### src/rtl/alu_sequencer.sv
// Command-driven control sequencer for the register/mux/ALU datapath: runs
// setup / exec / write-back, optionally repeating as an accumulate loop.
module alu_sequencer #(
    parameter int unsigned SETUP_CYCLES = 1
) (
    input  logic        clk,
    input  logic        rst_n,
    input  logic        cmd_valid,
    output logic        cmd_ready,
    input  logic [1:0]  cmd_op,
    input  logic [3:0]  cmd_ra,
    input  logic [3:0]  cmd_rb,
    input  logic [3:0]  cmd_rd,
    input  logic [3:0]  cmd_rep,
    output logic [14:0] o_signal,
    output logic        busy,
    output logic        done
);

    typedef enum logic [2:0] {
        StIdle  = 3'd0,
        StSetup = 3'd1,
        StExec  = 3'd2,
        StWrite = 3'd3,
        StDone  = 3'd4
    } state_e;

    localparam logic [1:0] SetupLast = 2'(SETUP_CYCLES - 1);

    state_e     state_q, state_d;
    logic [1:0] op_q, op_d;
    logic [3:0] ra_q, ra_d;
    logic [3:0] rb_q, rb_d;
    logic [3:0] rd_q, rd_d;
    logic [3:0] rep_cnt_q, rep_cnt_d;
    logic       acc_q, acc_d;
    logic [1:0] setup_cnt_q, setup_cnt_d;

    always_comb begin
        state_d     = state_q;
        op_d        = op_q;
        ra_d        = ra_q;
        rb_d        = rb_q;
        rd_d        = rd_q;
        rep_cnt_d   = rep_cnt_q;
        acc_d       = acc_q;
        setup_cnt_d = setup_cnt_q;
        case (state_q)
            StIdle: begin
                if (cmd_valid) begin
                    op_d        = cmd_op;
                    ra_d        = cmd_ra;
                    rb_d        = cmd_rb;
                    rd_d        = cmd_rd;
                    rep_cnt_d   = cmd_rep;
                    acc_d       = 1'b0;
                    setup_cnt_d = 2'd0;
                    state_d     = StSetup;
                end
            end
            StSetup: begin
                if (setup_cnt_q == SetupLast) begin
                    setup_cnt_d = 2'd0;
                    state_d     = StExec;
                end else begin
                    setup_cnt_d = setup_cnt_q + 2'd1;
                end
            end
            StExec: state_d = StWrite;
            StWrite: begin
                if (rep_cnt_q == 4'd0) begin
                    state_d = StDone;
                end else begin
                    // Later iterations feed the destination back as operand A.
                    rep_cnt_d = rep_cnt_q - 4'd1;
                    acc_d     = 1'b1;
                    state_d   = StExec;
                end
            end
            StDone: state_d = StIdle;
            default: begin
                state_d     = StIdle;
                rep_cnt_d   = 4'd0;
                acc_d       = 1'b0;
                setup_cnt_d = 2'd0;
            end
        endcase
    end

    always_ff @(posedge clk or negedge rst_n) begin
        if (!rst_n) begin
            state_q     <= StIdle;
            op_q        <= 2'd0;
            ra_q        <= 4'd0;
            rb_q        <= 4'd0;
            rd_q        <= 4'd0;
            rep_cnt_q   <= 4'd0;
            acc_q       <= 1'b0;
            setup_cnt_q <= 2'd0;
        end else begin
            state_q     <= state_d;
            op_q        <= op_d;
            ra_q        <= ra_d;
            rb_q        <= rb_d;
            rd_q        <= rd_d;
            rep_cnt_q   <= rep_cnt_d;
            acc_q       <= acc_d;
            setup_cnt_q <= setup_cnt_d;
        end
    end

    // Decoded straight from state so an async reset clears w in the same cycle.
    always_comb begin
        o_signal  = 15'd0;
        cmd_ready = 1'b0;
        busy      = 1'b0;
        done      = 1'b0;
        case (state_q)
            StIdle: cmd_ready = 1'b1;
            StSetup, StExec, StWrite: begin
                busy     = 1'b1;
                o_signal = {op_q, (acc_q ? rd_q : ra_q), rb_q, rd_q, (state_q == StWrite)};
            end
            StDone: begin
                busy = 1'b1;
                done = 1'b1;
            end
            default: ;
        endcase
    end

endmodule

### config.mk
export PLATFORM = sky130hd
export DESIGN_NAME = alu_sequencer
export DESIGN_NICKNAME = d
export VERILOG_FILES = /design/src/rtl/alu_sequencer.sv
export SDC_FILE = /design/constraint.sdc
export NUM_CORES = 1
export LEC_CHECK = 0
export BUFFER_PORTS_ARGS = -buffer_cell sky130_fd_sc_hd__clkbuf_2
export CAP_MARGIN = 25
export CORE_MARGIN = 2
export CORE_UTILIZATION = 50
export DETAILED_ROUTE_END_ITERATION = 8
export PLACE_DENSITY = 0.89
export SLEW_MARGIN = 20
export SYNTH_ARGS = -nofsm -noshare
export SYNTH_HDL_FRONTEND = slang
export SYNTH_SLANG_ARGS = --single-unit
export TNS_END_PERCENT = 10
### constraint.sdc
create_clock -name clk -period 2.3 [get_ports clk]
set_clock_uncertainty 0.1 [all_clocks]
set_input_delay 0.115 -clock clk [delete_from_list [all_inputs] [get_ports clk]]
set_output_delay 0.115 -clock clk [all_outputs]
set_load 0.01 [all_outputs]
# After elaboration in Yosys (flattened, before gate mapping)
# Index checks and enable logic that the tools add are counted.
[classes]
add_sub_neg = 2
n_eq_ne = 7
mux = 18
bitwise_logic = 2
n_reduce_logical = 11
[op_table]
columns = ["operator", "n"]
rows = [
  ["$mux W15", 1],
  ["$mux W4", 3],
  ["$pmux W3 S4", 1],
  ["$pmux W4 S3", 1],
  ["$mux W3", 3],
  ["$reduce_or A3 Y1", 3],
  ["$eq A3 B2 Y1 const B", 2],
  ["$ne A2 B2 Y1 const B", 3],
  ["$pmux W2 S3", 1],
  ["$reduce_and A2 Y1", 3],
  ["$mux W1", 5],
  ["$logic_not A4 Y1", 1],
  ["$mux W2", 2],
  ["$reduce_or A4 Y1", 1],
  ["$sub A4 B1 Y4 const B", 1],
  ["$eq A3 B1 Y1 const B", 1],
  ["$eq A3 B3 Y1 const B", 1],
  ["$logic_not A3 Y1", 1],
  ["$pmux W1 S3", 1],
  ["$reduce_and A3 Y1", 1],
  ["$add A2 B1 Y2 const B", 1],
  ["$logic_not A2 Y1", 1],
  ["$not A1 Y1", 2],
]
[word_totals]
register_bits = 24
input_bits = 21
out_inout_bits = 18
word_cells = 48

# Longest topological paths before layout
# Gate-level depths: netlist of the first run.
[logic_depth]
ltp_word = 4
depth_mapped = 5
ltp_nobuf = 5

# Least setup slack after synthesis of the first run
# No wires, ideal clock.
[synth_path]
kind = "register -> register"
start = "register rep_cnt_q[0]"
end = "register rep_cnt_q[0]"
setup_ps = 79
arrival_time_ps = 1617
path_slack_ps = 504
path_stages_with_launch = 6
path_buffers = 0
path_cell_list = "dfrtp_1 inv_1 ha_1 or3b_4 a311oi_4 mux2i_1"
[synth_via]
elab_chain_len = 3
[synth_rtl]
columns = ["item", "line_no", "rtl"]
rows = [
  ["start, declared", "35", "logic [3:0] rep_cnt_q, rep_cnt_d;"],
  ["start signal, assigned", "106", "rep_cnt_q <= rep_cnt_d;"],
  ["$sub A4 B1 Y4 or $logic_not A4 Y1 (tied branches)", "75, 71", ""],
  ["$mux W4 or $ne A2 B2 Y1 (tied branches)", "n/a", ""],
  ["$pmux W4 S3 or $reduce_and A3 Y1 (tied branches)", "n/a", ""],
]
# Several ways; a longest one is shown, not always the timed one. The select of a mux whose other input is x is not followed.
# A chain may end at the register's enable or synchronous reset.

# Worst setup path after layout of the first run
[layout_path]
start = "register state_q[1]"
end = "output o_signal[13]"
[layout_via]
elab_chain_len = 3
[layout_rtl]
columns = ["item", "line_no", "rtl"]
rows = [
  ["start, declared", "30", "state_e state_q, state_d;"],
  ["start signal, assigned", "92", "state_q <= StIdle;"],
  ["start signal, assigned", "101", "state_q <= state_d;"],
  ["$eq A3 B2 Y1 or $eq A3 B1 Y1 (tied branches)", "118", "case (state_q)"],
  ["$reduce_or A3 Y1 *", "118", ""],
  ["$mux W15 *", "118", ""],
  ["end, declared", "15", "output logic [14:0] o_signal,"],
]
# Every way passes the cells marked *; elsewhere a longest branch is shown, timed or not.

==> flow_metrics.env, run 1 <==
export IMPL_timing_setup_tns_ns=0
export IMPL_post_cts_setup_buffer_count=0
export IMPL_fp_dieArea_mm2=0.00303
export IMPL_seq_area_um2=601
export IMPL_r2r_setup_slack_ns=0.34
export IMPL_ys_seq_elements=24
export IMPL_chipWidth_um=55.0
export IMPL_areaGrowthSynthToFinish_pct=31.0
export IMPL_gp_congestion=0.781
export IMPL_cts_sinks=24
export IMPL_endpoint_kind="primary output"
export IMPL_synth_top_area_share_pct=46.2
export IMPL_peakVddDrop_v=0.000930
export IMPL_reg2regPathDepth=5
export IMPL_switching_share_pct=41.9
export IMPL_setup_viol=0
export IMPL_synth_most_common_cell="dfrtp_1"
export IMPL_crit_path_frequent_cell="nor2_1"
export IMPL_htree_levels=1
export IMPL_path_class="reg -> out"
export IMPL_crit_arrival_ns=1.89
export IMPL_worstSkewPairLatency_ns=0.30
export IMPL_cts_made_buffers=3
export IMPL_fin_crit_sh_pct=91.5
export IMPL_max_freq_mhz=475
export IMPL_synthDistinctLibCells=37
export IMPL_io_pins=39
export IMPL_root_buffer="clkbuf_4"
export IMPL_synth_area_leaders="dfrtp_1, mux2_2, and2_1"
export IMPL_grt_pass1_wl_mm=4.65
export IMPL_hold_path_endpoint="rep_cnt_q[1]"
export IMPL_avgRoutedWirePerCell_um=14.9
export IMPL_core_rowCount=18
export IMPL_grt_max_degree=25
export IMPL_synth_area_mm2=0.00130
export IMPL_place_ws_ns=0.342
export IMPL_cp_cell_sequence="nor2_1 -> nor2_1 -> and2_1 -> clkbuf_2"
export IMPL_rsz0062_at_grt="false"
export IMPL_max_stage_delay_ns=0.69
export IMPL_grt_ovfl_total=0
export IMPL_slowest_stage="dfrtp_1"
export IMPL_maxCapViolations=0
export IMPL_synth_top_area_cell="dfrtp_1"
export IMPL_power_density_mw_per_mm2=1340
export IMPL_hpwl_mm=2.01
export IMPL_ant_nets=0
export IMPL_outcome="finished, violations left"
export IMPL_switchingPower_w=0.000956
export IMPL_clkPwrFrac_pct=9.5
export IMPL_grt_pass1_vias=1066
export IMPL_violations="hold timing"
export IMPL_worst_setup_path_start_kind="flip-flop"
export IMPL_die_height_um=55.0
export IMPL_port_buffers=38
export IMPL_synth_commonest_cells="dfrtp_1, mux2_2, and2_1, nor2_1, inv_1"
export IMPL_internal_power_w=0.00133
export IMPL_period_minus_slack_ns=2.10
export IMPL_rr_endpoint="rep_cnt_q[1]"
export IMPL_core_area_mm2=0.00248
export IMPL_syn_inst=115
export IMPL_yosysWarningCount=0
export IMPL_cts_tree="yes"
export IMPL_yosysSeqAreaShare_pct=46.2
export IMPL_synthArstFlopShare_pct=100
export IMPL_fin_nets=194
export IMPL_tightest_slew_ns=0.592
export IMPL_hp_start="cmd_rep[1]"
export IMPL_drtIter0Drc=20
export IMPL_p_leak_nw=0.810
export IMPL_critPathMaxFanout=13
export IMPL_finalWorstSetupSlack_ns=0.196
export IMPL_synth_flop_cell="dfrtp_1"
export IMPL_fin_total_pwr_w=0.00228
export IMPL_post_route_util_pct=68.8
export IMPL_synth_avg_cell_area_um2=11.3
export IMPL_num_vias=1054
export IMPL_drcViolationCount=0
export IMPL_r2r_start="rep_cnt_q[0]"
export IMPL_relSlewSlack_pct=60.5
export IMPL_vias_per_cell=5.30
export IMPL_n_antenna_cell=0
export IMPL_whs_ns=-0.00614
export IMPL_holdPathStages=3
export IMPL_final_hold_viol_count=1
export IMPL_clk_pin_slew_ns=0.13
export IMPL_hp_class="in -> reg"
export IMPL_slew_viol_final=0
export IMPL_synthesis_nets=139
export IMPL_cp_required_ns=2.09
export IMPL_synth_edf_count=0
export IMPL_multi_input_area_um2=634
export IMPL_p_comb_share_pct=54.0
export IMPL_initial_utilization_pct=52.5
export IMPL_antenna_found_initial=0
export IMPL_drtPass1Iterations=4
export IMPL_final_layout_size_suffix_gt1_share_pct=37.3
export IMPL_pwr_share_seq_pct=36.5
export IMPL_ctsLongestPathBuffers=2
export IMPL_routed_wl_mm=2.97
export IMPL_fillerInstances=190
export IMPL_grt_usage_pct=21.4
## power groups by stage
stage               logic [W]  clock network, W  registers [W]
finish                0.00123          0.000217       0.000833
global route          0.00135          0.000243       0.000860
floorplan            0.000941                 0       0.000718
detailed placement    0.00119                 0       0.000841
CTS                   0.00122          0.000223       0.000829
global placement      0.00115                 0       0.000819
## final cells by class
class	instances	area share (%)
clock buffers	4	2.13
well taps	30	2.20
repair buffers	56	21.4
inverters	8	1.76
multi-input cells	77	37.2
flip-flops and latches	24	35.2
## registers in the layout, summed over array words and instances (netlist names)
signal / flops
op_q: 2
state_q: 3
rb_q: 4
rep_cnt_q: 4
acc_q: 1
ra_q: 4
setup_cnt_q: 2
rd_q: 4
## cells by family after synthesis
logic type                 after synthesis  synth area share, %
muxes                                   20                 16.7
and+or+nand+nor                         33                 16.1
adders and majority gates                3                 2.88
DFF                                     24                 46.2
AOI/OAI and AO/OA                       21                 13.1
buffers and inverters                   14                 5.10
## repair_timing
item / 4_1_cts / 5_1_grt
resized for setup: 0 / 0
hold buffers: 15 / 1
endpoints found under the hold margin: 38 / 1
## routing by layer
metal	GRT usage, %	part of all wire [%]	wire length [um]
met5	0	0	0
met4	2.03	0	0
met3	4.30	5.1	153
met2	38.1	52	1550
met1	27.8	43	1270
## cells in the final DEF (no fill, tap or decap), drive strengths merged, types with 2 or more instances in the layout
master       synthesis  layout
clkbuf               1      42
dfrtp               24      24
dlygate4sd3          0      16
mux2                14      14
and2                11      11
nor2                 9       9
inv                  8       8
mux2i                6       6
a32oi                3       3
a21oi                3       3
o21ai                3       3
ha                   3       3
nor3                 3       3
a22oi                2       2
o2bb2ai              2       2
buf                  5       2
## worst max-delay path by stage
| stage | start | to | slack, ns | depth (start not counted) |
|---|---|---|---|---|
| 4_1_cts | state_q[1] | o_signal[7] | 0.18 | 4 |
| 6_report | state_q[1] | o_signal[13] | 0.20 | 4 |
| 3_3_place_gp | rep_cnt_q[0] | rep_cnt_q[0] | 0.44 | 5 |
| 2_1_floorplan | rep_cnt_q[0] | rep_cnt_q[0] | 0.50 | 5 |
| 3_5_place_dp | rep_cnt_q[0] | rep_cnt_q[1] | 0.34 | 5 |
| 5_1_grt | state_q[1] | o_signal[13] | 0.06 | 4 |
## per-stage QoR
stage	hold WS [ns]	cells	cell area, um^2
detailed placement	0.0382	179	1510
floorplan	-0.281	115	1300
global placement	0.0362	179	1510
finish	-0.00614	199	1700
CTS	0.00343	198	1690
global route	0.00972	199	1700
## critical path, delay by kind of cell (launching register included)
| kind | cells | cell delay [ns] |
|---|---|---|
| buf+inv | 1 | 0.13 |
| flops | 1 | 0.69 |
| simple gates | 3 | 0.76 |
Note: power is estimated with default switching activity, not from simulation.
==> run 2, diff against run 1 <==
- PLACE_DENSITY: 0.89 -> 0.83
==> run 2 against run 1 <==
Effect of this change:
- the run now ends clean
- worst setup slack worse by 0.029 ns
- worst hold slack better by 0.034 ns
- register-to-register slack about the same
- largest cell class unchanged
- sequential share of layout area up 0.13 points
- critical endpoint is now o_signal[2]
- maximum frequency down 1.3%
- first-iteration DRC count up 70%
- non-clock buffer count up 1
- final cell count unchanged
==> flow_metrics.env, run 2 (synthesized netlist as in run 1, its figures left out) <==
export IMPL_cp_cell_sequence="nor2_1 -> nor2_1 -> and2_1 -> clkbuf_2"
export IMPL_hpwl_mm=1.92
export IMPL_relSlewSlack_pct=60.5
export IMPL_crit_path_frequent_cell="nor2_1"
export IMPL_finalWorstSetupSlack_ns=0.167
export IMPL_place_area_mm2=0.00151
export IMPL_cts_sinks=24
export IMPL_r2r_setup_slack_ns=0.34
export IMPL_final_layout_size_suffix_gt1_share_pct=37.3
export IMPL_fp_dieArea_mm2=0.00303
export IMPL_maxCapViolations=0
export IMPL_final_cell_mix="clkbuf_2, dfrtp_1, dlygate4sd3_1"
export IMPL_grt_pass1_wl_mm=4.58
export IMPL_slowest_stage="dfrtp_1"
export IMPL_avgRoutedWirePerCell_um=14.2
export IMPL_fin_total_pwr_w=0.00223
export IMPL_die_height_um=55.0
export IMPL_grt_max_degree=25
export IMPL_path_class="reg -> out"
export IMPL_fin_nets=195
export IMPL_grt_ovfl_total=0
export IMPL_power_density_mw_per_mm2=1310
export IMPL_outcome="complete, no violations"
export IMPL_setup_viol=0
export IMPL_whs_ns=0.0276
export IMPL_core_rowCount=18
export IMPL_htree_levels=1
export IMPL_max_freq_mhz=469
export IMPL_vias_per_cell=5.39
export IMPL_drtPass1Iterations=4
export IMPL_grt_usage_pct=21.3
export IMPL_core_area_mm2=0.00248
export IMPL_cts_tree="yes"
export IMPL_period_minus_slack_ns=2.13
export IMPL_areaGrowthSynthToFinish_pct=30.8
export IMPL_hp_class="in -> reg"
export IMPL_ctsLongestPathBuffers=2
export IMPL_final_hold_viol_count=0
export IMPL_peakVddDrop_v=0.000931
export IMPL_grt_pass1_vias=1077
export IMPL_place_ws_ns=0.379
export IMPL_gp_congestion=0.759
export IMPL_final_common_cell="clkbuf_2"
export IMPL_timing_setup_tns_ns=0
export IMPL_critPathMaxFanout=13
export IMPL_drcViolationCount=0
export IMPL_p_leak_nw=0.806
export IMPL_cp_required_ns=2.09
export IMPL_tightest_slew_ns=0.592
export IMPL_worstSkewPairLatency_ns=0.31
export IMPL_crit_arrival_ns=1.92
export IMPL_fin_crit_sh_pct=92.7
export IMPL_io_pins=39
export IMPL_stdcell_area_mm2=0.00170
export IMPL_cts_made_buffers=3
export IMPL_antenna_found_initial=0
export IMPL_max_stage_delay_ns=0.68
export IMPL_root_buffer="clkbuf_4"
export IMPL_clk_pin_slew_ns=0.13
export IMPL_num_vias=1072
export IMPL_worst_setup_path_start_kind="flip-flop"
export IMPL_slew_viol_final=0
export IMPL_rsz0062_at_grt="false"
export IMPL_ant_nets=0
export IMPL_chipWidth_um=55.0
export IMPL_port_buffers=38
export IMPL_endpoint_kind="primary output"
export IMPL_routed_wl_mm=2.82
export IMPL_drtIter0Drc=34
export IMPL_n_antenna_cell=0
export IMPL_initial_utilization_pct=52.5
==> run 2: area by class of cell <==
class / instances / area, um^2
Inverter: 8 / 30.0
Sequential cell: 24 / 602
Timing Repair Buffer: 57 / 375
Fill cell: 199 / 776
Clock buffer: 3 / 22.5
Tap cell: 30 / 37.5
Multi-Input combinational cell: 77 / 634
==> run 2: stage by stage <==
step           std cells  utilization [%]
4_1_cts              199             68.6
5_1_grt              199             68.7
3_3_place_gp         179             60.9
2_1_floorplan        115                -
6_report             199             68.7
3_5_place_dp         179             60.9
==> run 2: critical path: cells and delay by family (launching register included) <==
kind,cells,cell delay (ns)
simple gates,3,0.80
flops,1,0.68
buf+inv,1,0.13
==> run 2: power by group <==
group / switching, W / total, W / internal [W]
sequential: 0.000224 / 0.000834 / 0.000609
clock: 0.000124 / 0.000186 / 0.0000612
combinational: 0.000584 / 0.00121 / 0.000624
==> run 2: repair_timing <==
item | 4_1_cts | 5_1_grt
setup buffers | 0 | 0
hold buffers | 17 | 0
endpoints found under the setup margin | 0 | 2
gates resized for setup | 0 | 1
endpoints found under the hold margin | 40 | 0
==> run 2: per-layer routing <==
layer  share of wire (%)  wire length, um  vias to the layer above  global-route usage [%]
met5                   0                0                        -                       0
met4                0.60               17                        0                    6.10
met2                  51             1440                       40                    37.7
met3                 5.4              151                        2                    3.49
met1                  43             1220                      509                    26.6
li1                    -                -                      521                       -
==> run 2: worst paths after layout <==
path / start / end / cells past startpoint
worst min-delay path: cmd_rep[3] / rep_cnt_q[3] / 3
worst max-delay path: state_q[1] / o_signal[2] / 4
worst max register to register: rep_cnt_q[0] / rep_cnt_q[1] / 5
min in group asynchronous: rst_n / state_q[0] / 2
worst min register to register: op_q[0] / op_q[0] / 1
max in group asynchronous: rst_n / state_q[0] / 2
